### src/rtl/mcu_spi_target_if.sv
// mcu_spi_target_if
// Purpose: 3-bit peripheral memory bus shared by the MCU peripherals.
// Signals:
//   periph_data_out       : read data returned by the peripheral (registered)
//   periph_data_valid_out : read data valid, one cycle after a read request
//   periph_data_in        : write data from the CPU
//   periph_addr_in        : register address
//   periph_addr_valid_in  : request strobe
//   periph_write_en_in    : 1 = write, 0 = read
// Modports: master (CPU side), slave (peripheral side).
interface mcu_spi_target_if;
  logic [7:0] periph_data_out;
  logic       periph_data_valid_out;
  logic [7:0] periph_data_in;
  logic [2:0] periph_addr_in;
  logic       periph_addr_valid_in;
  logic       periph_write_en_in;

  modport master (
    input  periph_data_out,
    input  periph_data_valid_out,
    output periph_data_in,
    output periph_addr_in,
    output periph_addr_valid_in,
    output periph_write_en_in
  );

  modport slave (
    output periph_data_out,
    output periph_data_valid_out,
    input  periph_data_in,
    input  periph_addr_in,
    input  periph_addr_valid_in,
    input  periph_write_en_in
  );
endinterface

### src/rtl/mcu_spi_target.sv
// mcu_spi_target
// Purpose: SPI target (mode 0). An external controller clocks bytes in on
// MOSI and out on MISO; received bytes are buffered for the CPU and the CPU
// supplies the next outgoing byte through a holding register.
// Ports:
//   clk_in, reset_in      : system clock, asynchronous active-high reset
//   sclk_in/mosi_in/cs_in : external SPI pins (CS active low), synchronized
//   miso_out, miso_oe_out : target data out (MSB first) and its enable
//   irq_out               : rx_not_empty | overrun
//   bus                   : peripheral bus (slave modport)
// Registers: 0 RX data (pop), 1 TX data, 2 status, 3 RX level, 4 default TX.
// Build option MCU_SPI_TARGET_RX_FIFO_EN: defined gives a 4-entry RX FIFO,
// undefined gives a single RX holding byte.
module mcu_spi_target (
  input  logic clk_in,
  input  logic reset_in,
  input  logic sclk_in,
  input  logic mosi_in,
  input  logic cs_in,
  output logic miso_out,
  output logic miso_oe_out,
  output logic irq_out,
  mcu_spi_target_if.slave bus
);

`ifdef MCU_SPI_TARGET_RX_FIFO_EN
  localparam logic [2:0] RX_DEPTH = 3'd4;
  localparam logic [1:0] PTR_STEP = 2'd1;
`else
  // Single holding byte: pointers never move, so only entry 0 is used.
  localparam logic [2:0] RX_DEPTH = 3'd1;
  localparam logic [1:0] PTR_STEP = 2'd0;
`endif

  typedef enum logic {ST_IDLE, ST_ACTIVE} state_t;

  logic r_sclk_s1, r_sclk_s2, r_sclk_d;
  logic r_mosi_s1, r_mosi_s2, r_mosi_d;
  logic r_cs_s1, r_cs_s2, r_cs_d;

  state_t     r_state;
  logic [2:0] r_bit_cnt;
  logic [6:0] r_rx_sh;
  logic [7:0] r_tx_sh;
  logic [7:0] r_tx_hold;
  logic [7:0] r_tx_default;
  logic       r_tx_full;
  logic       r_overrun;
  logic       r_underrun;
  logic       r_miso_oe;
  logic [7:0] r_rx_mem [4];
  logic [1:0] r_wr_ptr, r_rd_ptr;
  logic [2:0] r_level;
  logic [7:0] r_rd_data;
  logic       r_rd_valid;

  logic       w_sclk_rise, w_sclk_fall, w_cs_fall, w_active, w_stay;
  logic       w_bus_rd, w_bus_wr, w_rx_not_empty, w_rx_full, w_pop;
  logic       w_byte_done, w_push, w_drop, w_load, w_busy;
  logic       w_wr_tx, w_wr_status, w_wr_default;
  logic [7:0] w_load_byte, w_status, w_rd_mux;

  assign w_sclk_rise    = r_sclk_s2 & ~r_sclk_d;
  assign w_sclk_fall    = ~r_sclk_s2 & r_sclk_d;
  assign w_cs_fall      = ~r_cs_s2 & r_cs_d;
  assign w_active       = (r_state == ST_ACTIVE);
  // SCLK edges only count while the synchronized CS is still low.
  assign w_stay         = w_active & ~r_cs_s2;

  assign w_bus_rd       = bus.periph_addr_valid_in & ~bus.periph_write_en_in;
  assign w_bus_wr       = bus.periph_addr_valid_in & bus.periph_write_en_in;
  assign w_wr_tx        = w_bus_wr & (bus.periph_addr_in == 3'd1);
  assign w_wr_status    = w_bus_wr & (bus.periph_addr_in == 3'd2);
  assign w_wr_default   = w_bus_wr & (bus.periph_addr_in == 3'd4);

  assign w_rx_not_empty = (r_level != 3'd0);
  assign w_rx_full      = (r_level == RX_DEPTH);
  assign w_pop          = w_bus_rd & (bus.periph_addr_in == 3'd0) & w_rx_not_empty;
  assign w_byte_done    = w_stay & w_sclk_rise & (r_bit_cnt == 3'd7);
  // A same-cycle pop frees a slot, so a full buffer still accepts the byte.
  assign w_push         = w_byte_done & (~w_rx_full | w_pop);
  assign w_drop         = w_byte_done & w_rx_full & ~w_pop;

  // TX shifter loads on CS assertion and at each byte boundary falling edge.
  assign w_load         = (~w_active & w_cs_fall) |
                          (w_stay & w_sclk_fall & (r_bit_cnt == 3'd0));
  assign w_load_byte    = r_tx_full ? r_tx_hold : r_tx_default;
  assign w_busy         = w_active & (r_bit_cnt != 3'd0);
  assign w_status       = {1'b0, r_underrun, w_busy, w_active,
                           r_tx_full, r_overrun, w_rx_full, w_rx_not_empty};

  always_comb begin
    w_rd_mux = 8'h00;
    case (bus.periph_addr_in)
      3'd0:    w_rd_mux = w_rx_not_empty ? r_rx_mem[r_rd_ptr] : 8'h00;
      3'd1:    w_rd_mux = r_tx_hold;
      3'd2:    w_rd_mux = w_status;
      3'd3:    w_rd_mux = {5'd0, r_level};
      3'd4:    w_rd_mux = r_tx_default;
      default: w_rd_mux = 8'h00;
    endcase
  end

  // RX storage needs no reset: r_level says which entries are valid.
  always_ff @(posedge clk_in) begin
    if (w_push) r_rx_mem[r_wr_ptr] <= {r_rx_sh, r_mosi_d};
  end

  always_ff @(posedge clk_in or posedge reset_in) begin
    if (reset_in) begin
      r_sclk_s1    <= 1'b0;
      r_sclk_s2    <= 1'b0;
      r_sclk_d     <= 1'b0;
      r_mosi_s1    <= 1'b0;
      r_mosi_s2    <= 1'b0;
      r_mosi_d     <= 1'b0;
      r_cs_s1      <= 1'b1;
      r_cs_s2      <= 1'b1;
      r_cs_d       <= 1'b1;
      r_state      <= ST_IDLE;
      r_bit_cnt    <= 3'd0;
      r_rx_sh      <= 7'd0;
      r_tx_sh      <= 8'h00;
      r_tx_hold    <= 8'h00;
      r_tx_default <= 8'hFF;
      r_tx_full    <= 1'b0;
      r_overrun    <= 1'b0;
      r_underrun   <= 1'b0;
      r_miso_oe    <= 1'b0;
      r_wr_ptr     <= 2'd0;
      r_rd_ptr     <= 2'd0;
      r_level      <= 3'd0;
      r_rd_data    <= 8'h00;
      r_rd_valid   <= 1'b0;
    end else begin
      r_sclk_s1 <= sclk_in;
      r_sclk_s2 <= r_sclk_s1;
      r_sclk_d  <= r_sclk_s2;
      r_mosi_s1 <= mosi_in;
      r_mosi_s2 <= r_mosi_s1;
      r_mosi_d  <= r_mosi_s2;
      r_cs_s1   <= cs_in;
      r_cs_s2   <= r_cs_s1;
      r_cs_d    <= r_cs_s2;

      r_rd_valid <= w_bus_rd;
      if (w_bus_rd) r_rd_data <= w_rd_mux;

      // A CPU write in the same cycle as an engine load wins: the engine
      // has already taken the old value (or the default byte).
      if (w_wr_tx) begin
        r_tx_hold <= bus.periph_data_in;
        r_tx_full <= 1'b1;
      end else if (w_load) begin
        r_tx_full <= 1'b0;
      end
      if (w_wr_default) r_tx_default <= bus.periph_data_in;

      // Sticky flags: a new event beats a same-cycle clear.
      if (w_drop)
        r_overrun <= 1'b1;
      else if (w_wr_status && bus.periph_data_in[2])
        r_overrun <= 1'b0;
      if (w_load && !r_tx_full)
        r_underrun <= 1'b1;
      else if (w_wr_status && bus.periph_data_in[6])
        r_underrun <= 1'b0;

      if (w_push) r_wr_ptr <= r_wr_ptr + PTR_STEP;
      if (w_pop)  r_rd_ptr <= r_rd_ptr + PTR_STEP;
      r_level <= r_level + {2'd0, w_push} - {2'd0, w_pop};

      case (r_state)
        ST_IDLE: begin
          r_bit_cnt <= 3'd0;
          if (w_cs_fall) begin
            r_state   <= ST_ACTIVE;
            r_miso_oe <= 1'b1;
            r_tx_sh   <= w_load_byte;
          end
        end
        ST_ACTIVE: begin
          if (r_cs_s2) begin
            // CS released: any partial byte is simply abandoned.
            r_state   <= ST_IDLE;
            r_bit_cnt <= 3'd0;
            r_miso_oe <= 1'b0;
          end else begin
            if (w_sclk_rise) begin
              r_rx_sh   <= {r_rx_sh[5:0], r_mosi_d};
              r_bit_cnt <= r_bit_cnt + 3'd1;
            end
            if (w_sclk_fall) begin
              if (r_bit_cnt == 3'd0) r_tx_sh <= w_load_byte;
              else                   r_tx_sh <= {r_tx_sh[6:0], 1'b0};
            end
          end
        end
        default: r_state <= ST_IDLE;
      endcase
    end
  end

  assign miso_out                  = w_active & r_tx_sh[7];
  assign miso_oe_out               = r_miso_oe;
  assign irq_out                   = w_rx_not_empty | r_overrun;
  assign bus.periph_data_out       = r_rd_data;
  assign bus.periph_data_valid_out = r_rd_valid;

endmodule

### src/flat_wrapper.sv
// flat-port wrapper written by rule: the top's interface ports become plain ports
module mcu_spi_target_flat 
  (clk_in, reset_in, sclk_in, mosi_in, cs_in, miso_out, miso_oe_out, irq_out, bus_periph_data_out, bus_periph_data_valid_out, bus_periph_data_in, bus_periph_addr_in, bus_periph_addr_valid_in, bus_periph_write_en_in);
  mcu_spi_target_if bus_i ();
  input  logic clk_in;
  input  logic reset_in;
  input  logic sclk_in;
  input  logic mosi_in;
  input  logic cs_in;
  output logic miso_out;
  output logic miso_oe_out;
  output logic irq_out;
  output wire logic [$bits(bus_i.periph_data_out)-1:0] bus_periph_data_out;
  output wire logic [$bits(bus_i.periph_data_valid_out)-1:0] bus_periph_data_valid_out;
  input wire logic [$bits(bus_i.periph_data_in)-1:0] bus_periph_data_in;
  input wire logic [$bits(bus_i.periph_addr_in)-1:0] bus_periph_addr_in;
  input wire logic [$bits(bus_i.periph_addr_valid_in)-1:0] bus_periph_addr_valid_in;
  input wire logic [$bits(bus_i.periph_write_en_in)-1:0] bus_periph_write_en_in;
  assign bus_periph_data_out = bus_i.periph_data_out;
  assign bus_periph_data_valid_out = bus_i.periph_data_valid_out;
  assign bus_i.periph_data_in = bus_periph_data_in;
  assign bus_i.periph_addr_in = bus_periph_addr_in;
  assign bus_i.periph_addr_valid_in = bus_periph_addr_valid_in;
  assign bus_i.periph_write_en_in = bus_periph_write_en_in;
  mcu_spi_target u_core (.clk_in(clk_in), .reset_in(reset_in), .sclk_in(sclk_in), .mosi_in(mosi_in), .cs_in(cs_in), .miso_out(miso_out), .miso_oe_out(miso_oe_out), .irq_out(irq_out), .bus(bus_i));
endmodule
### config.mk
export PLATFORM = sky130hd
export DESIGN_NAME = mcu_spi_target_flat
export DESIGN_NICKNAME = d
export VERILOG_FILES = /design/src/rtl/mcu_spi_target_if.sv /design/src/rtl/mcu_spi_target.sv /design/src/flat_wrapper.sv
export SDC_FILE = /design/constraint.sdc
export NUM_CORES = 1
export LEC_CHECK = 0
export ABC_AREA = 1
export CORE_MARGIN = 2
export CORE_UTILIZATION = 50
export DETAILED_ROUTE_END_ITERATION = 16
export GPL_TIMING_DRIVEN = 0
export PLACE_DENSITY = 0.69
export SYNTH_ARGS = -nofsm -noshare
export SYNTH_HDL_FRONTEND = slang
export SYNTH_SLANG_ARGS = --single-unit
### constraint.sdc
create_clock -name clk_in -period 3.14 [get_ports clk_in]
set_clock_uncertainty 0.15 [all_clocks]
set_input_delay 0.628 -clock clk_in [delete_from_list [all_inputs] [get_ports clk_in]]
set_output_delay 0.628 -clock clk_in [all_outputs]
set_load 0.01 [all_outputs]
---- After elaboration in Yosys (flattened, before gate mapping) ----
Memories as Yosys holds them, arrays and structs flattened.
Index checks and enable logic that the tools add are counted.
W data, S select, Z words.
word-level totals
  register bits ........................... 60
  bits in writable memories ............... 32
  output and inout port bits .............. 12
  logic and storage cells ................. 107
  memories ................................ 1
cells by class
  add/subtract/negate cells ............... 3
  equality and inequality tests ........... 11
  mux-type cells .......................... 25
  bitwise gates (word level) .............. 31
  reductions and logical operators ........ 14
memory list
  memory           words  bits a word  read ports  clocked after memory_dff  write ports  line                  text
  u_core.r_rx_mem  4      8            1           0                         1            mcu_spi_target.sv:51  logic [7:0] r_rx_mem [4];
operators by type and width
  cell                   count
  $mux W8                6
  $pmux W8 S5            1
  $and A1 B1 Y1          21
  $pmux W8 S2            1
  $mux W1                12
  $not A1 Y1             7
  $eq A3 B1 Y1 const B   2
  $eq A3 B2 Y1 const B   2
  $eq A3 B3 Y1 const B   2
  $logic_not A3 Y1       2
  $mux W3                2
  $pmux W3 S2            1
  $reduce_and A3 Y1      2
  $reduce_bool A2 Y1     3
  $reduce_bool A3 Y1     2
  $ne A2 B1 Y1 const B   2
  $ne A2 B2 Y1 const B   2
  $pmux W1 S2            2
  $add A3 B1 Y3          1
  $add A3 B1 Y3 const B  1
  $logic_and A1 B1 Y1    3
  $ne A3 B2 Y1 const B   1
  $or A1 B1 Y1           3
  $sub A3 B1 Y3          1
  other kinds (2)        2

---- Longest topological paths before layout ----
  word-level depth ........................ 8
  depth in mapped cells ................... 12
  depth with buffers taken out ............ 11

---- Worst setup path before layout ----
No wires, ideal clock.
  kind .................................... input -> register
  from .................................... in bus_periph_addr_in[1]
  to ...................................... reg u_core.r_level[2]
  library setup time ...................... 0.129 ns
  arrival time ............................ 2.503 ns
  setup slack ............................. 0.358 ns
  stages .................................. 11
  cell sequence ........................... buf_6 > nor2_8 > nand2_2 > nor2_1 > nor2_1 > nor2_1 > ha_1 > inv_1 > fa_1 > xnor2_1 > xor2_1
between the ends
  cells in the longest elaborated chain, start to end .. 7
ends and longest elaborated chain
  element                      line                   text
  from (decl)                  flat_wrapper.sv:16     input wire logic [$bits(bus_i.periph_addr_in)-1:0] bus_periph_addr_in;
  $logic_not A3 Y1             mcu_spi_target.sv:78   assign w_pop = w_bus_rd & (bus.periph_addr_in == 3'd0) & w_rx_not_empty;
  $and A1 B1 Y1 (2 in series)  mcu_spi_target.sv:78
  $or A1 B1 Y1                 mcu_spi_target.sv:81   assign w_push = w_byte_done & (~w_rx_full | w_pop);
  $and A1 B1 Y1                mcu_spi_target.sv:81
  named net u_core.w_push      mcu_spi_target.sv:59   logic w_byte_done, w_push, w_drop, w_load, w_busy;
  $add A3 B1 Y3                mcu_spi_target.sv:171  r_level <= r_level + {2'd0, w_push} - {2'd0, w_pop};
  $sub A3 B1 Y3                mcu_spi_target.sv:171
  to (signal assigned)         mcu_spi_target.sv:171
  to (decl)                    mcu_spi_target.sv:53   logic [2:0] r_level;
The timed path passes the listed nets, and every way through them passes these cells.
A chain may end at the register's enable or synchronous reset.

---- Final worst setup path ----
  from .................................... in bus_periph_addr_valid_in
  to ...................................... reg u_core.r_level[2]
between the ends
  cells in the longest elaborated chain, start to end .. 7
ends and longest elaborated chain
  element                        line                   text
  from (decl)                    flat_wrapper.sv:17     input wire logic [$bits(bus_i.periph_addr_valid_in)-1:0] bus_periph_addr_valid_in;
  $and A1 B1 Y1 *                mcu_spi_target.sv:70   assign w_bus_rd = bus.periph_addr_valid_in & ~bus.periph_write_en_in;
  $and A1 B1 Y1 * (2 in series)  mcu_spi_target.sv:78
  $or A1 B1 Y1                   mcu_spi_target.sv:81
  $and A1 B1 Y1                  mcu_spi_target.sv:81
  $add A3 B1 Y3                  mcu_spi_target.sv:171
  $sub A3 B1 Y3 *                mcu_spi_target.sv:171
Every way passes the cells marked *; elsewhere a longest branch is shown, timed or not.

==> results.tsv <==
stage	metric	value	unit
status	status	finished clean	
layout	P&R area growth vs syn	17.7	%
layout	Final Util	0.608	
hold_path	worst hold endpoint	u_core.r_mosi_d	
critical_path	CP Data Required Time	3.27	ns
detailed_routing	drt wl/cell	13.8	µm
critical_path	Slowest Stage Delay on Critical Path	0.47	ns
detailed_routing	residual DRC count	0	
layout	register area	0.00176	mm²
clocking	Hold Buf Count CTS	0	
layout	most common cell after layout, fill and taps aside	nand2_1	
detailed_routing	iteration count of the initial detailed-routing pass	4	
sta	period utilisation layout	0.920	
synth	#FFs+latches synth	68	
detailed_routing	Final ANT Viol Nets	0	
placement	IO Port Bufs	27	
floorplanning	die width	84.8	µm
critical_path	Crit Path Category	in -> reg	
floorplanning	Die ar.	0.00719	mm²
critical_path	critical path launch point	bus_periph_addr_valid_in	
critical_path	Crit path max-delay family	adder cells	
clocking	worst-skew pair later-pin latency	0.35	ns
floorplanning	core box area	0.00631	mm²
detailed_routing	vias per std cell	5.01	
grt	GR Layer Usage met3	0.0433	
power_and_ir_drop	maximum vdd drop	0.347	mV
layout	# diodes	0	
sta	Slew HR	0.647	
power_and_ir_drop	Pleak	1.88	nW
sta	RSZ-0062 raised after global routing	no	
clocking	CTS Buffer Depth	2	
grt	first-pass GRT wire length	11.7	mm
grt	grt peak-use layer	met2	
floorplanning	initial core utilization	0.517	
clocking	CTS tree	yes	
clocking	Post-CTS Setup Bufs	0	
hold_path	min-delay src	u_core.r_mosi_s2	
sta	achievable frequency	346	MHz
critical_path	Setup crit start kind	primary input	
layout	most frequent cells in the layout	nand2_1 (104), dfrtp_1 (49), inv_1 (39)	
layout	NumNets Final	420	
placement	Final HPWL DP	4.81	mm
synth	Synthesized Nets	381	
critical_path	CP Capture Type	flip-flop	
placement	DP Worst Slack	-0.414	ns
layout	layout cell share with drive strength beyond 1	0.190	
placement	placed instance count	462	
synth	Synth warnings	0	
clocking	Clock transition at path regs	0.08	ns
job	MaxCap Viol Count	0	
critical_path	cells on worst reg2reg path	11	
synth	Cell variety after synth	32	
sta	count of pins over their slew limit	0	
critical_path	reg-to-reg critical path startpoint	u_core.r_sclk_d	
sta	final setup vio count	0	
sta	Slew @ Worst Pin	0.529	ns
layout	multi-input logic area	0.00124	mm²
floorplanning	die height	84.8	µm
clocking	CTS Sinks	68	
placement	Routability Congestion	0.870	
hold_path	hold depth	0	
grt	initial antenna violation count	0	
sta	final hold violations	0	
grt	Tot GR Track Use	0.213	
layout	Non-Filler Instances	478	
critical_path	Critical Path, Cell by Cell	clkdlybuf4s50_1, inv_1, or2_2, buf_6, nor3_1, ha_1, inv_1, ha_1, inv_1, fa_1, xnor2_1, xor2_1	
clocking	post-CTS sizing	1	
layout	fill cell count	560	
floorplanning	row cnt	29	
critical_path	Reg2Reg Setup Slack	0.53	ns
critical_path	reg2reg end	u_core.r_level[2]	
detailed_routing	initial drt markers	184	
detailed_routing	final wirelength	6.61	mm
power_and_ir_drop	power per standard cell area	601	mW/mm²
critical_path	Arr. time, crit path	3.02	ns
power_and_ir_drop	Tot Pwr	2.31	mW
grt	pin count of the biggest net entering global routing	37	
clocking	Root Buffer	clkbuf_8	
hold_path	worst min path class	reg -> reg	
critical_path	crit path buf inv count	5	
synth	Synth Instances	357	
synth	mapped cell area	0.00326	mm²
synth	syn_area_per_cell	9.14	µm²
grt	total grt overflow	0	
critical_path	CP dominant cell by count	inv_1	
sta	setup ws final	0.250	ns
grt	GR Util met2	0.329	
grt	vias in the first global route	2484	
clocking	Num CTS Buffers	9	
grt	global-route met1 utilization	0.291	
critical_path	highest-delay cell along the critical path	clkdlybuf4s50_1	
synth	register area share after synthesis	0.538	
sta	minimum clock period	2.89	ns
critical_path	Worst Path Max Fanout	10	
floorplanning	I/O Pins	30	
clocking	# H-tree levels	3	
detailed_routing	routed via count	2395	
sequential cells by signal, summed over array words and instances (netlist names), 3 cells and up:
| register | cells |
|---|---|
| u_core.r_rx_mem | 8 |
| u_core.r_tx_sh | 8 |
| u_core.r_tx_hold | 8 |
| u_core.r_bit_cnt | 3 |
| u_core.r_tx_default | 8 |
| u_core.r_rx_sh | 7 |
| u_core.r_level | 3 |
| u_core.bus.periph_data_out | 8 |
where the power goes:
part	total (mW)	internal, mW	leakage, nW	switching, mW
Clock	0.670	0.314	0.0937	0.356
Sequential	1.16	1.05	0.800	0.104
Combinational	0.483	0.212	0.987	0.271
Total	2.31	1.58	1.88	0.732
worst register-to-register path, cell delays in order, from the launching register on:
cell	delay, ns
dfrtp_1	0.38
or2_1	0.24
buf_6	0.14
nor2_4	0.15
buf_6	0.16
nand2_1	0.09
nor2_4	0.25
ha_1	0.19
inv_1	0.05
fa_1	0.40
xnor2_1	0.17
xor2_1	0.17
how the worst max path moves through the flow:
stage,end,depth (start not counted)
finish,u_core.r_level[2],12
global route,u_core.r_level[2],12
CTS,u_core.r_level[2],12
detailed placement,u_core.r_level[2],12
global placement,u_core.r_level[2],12
floorplan,u_core.r_level[2],11
routing by layer:
layer | share of wire | routed length (µm)
met5 | 0 | 0
met2 | 0.47 | 3080
met4 | 0.018 | 117
met3 | 0.047 | 314
met1 | 0.47 | 3100
per-stage QoR:
stage | TNS (ns) | area [µm²] | hold WS, ns
after floorplan | 0 | 3260 | 0.181
after CTS | 0 | 3830 | 0.205
after global placement | -10.10 | 3630 | 0.184
after global routing | 0 | 3840 | 0.215
after detailed placement | -0.625 | 3650 | 0.186
final | 0 | 3840 | 0.203
cells by family after synthesis:
logic type	Yosys count	synth area share
AOI/OAI and AO/OA	49	0.101
xor gates and xnor gates	2	0.00537
adders and majority gates	6	0.0253
buffers and inverters	54	0.0844
DFF	68	0.538
and+or+nand+nor	178	0.245
Yosys cell counts (all sizes together):
| cell type | count | share of area |
|---|---|---|
| o21ai | 39 | 0.084 |
| fa | 1 | 0.0061 |
| edfxtp | 8 | 0.074 |
| clkinv | 2 | 0.0023 |
| nand4 | 4 | 0.0077 |
| xor2 | 1 | 0.0027 |
| dfstp | 11 | 0.089 |
| a21oi | 8 | 0.013 |
| nand2 | 108 | 0.13 |
| buf | 11 | 0.035 |
| xnor2 | 1 | 0.0027 |
| o22ai | 2 | 0.0038 |
| dfrtp | 49 | 0.38 |
| ha | 5 | 0.019 |
| nand3 | 29 | 0.049 |
| inv | 41 | 0.047 |
| nor3 | 3 | 0.0046 |
| or2 | 2 | 0.0038 |
| nor2 | 32 | 0.051 |
layout make-up:
class                      count  share of cell area
inverter                      43              0.0420
timing repair buffer          28              0.0756
clock inverter                 6              0.0121
sequential                    68               0.457
tap                           77              0.0251
multi-input combinational    235               0.323
buffer                        11              0.0297
clock buffer                  10              0.0358
(Power assumes the default switching activity.)
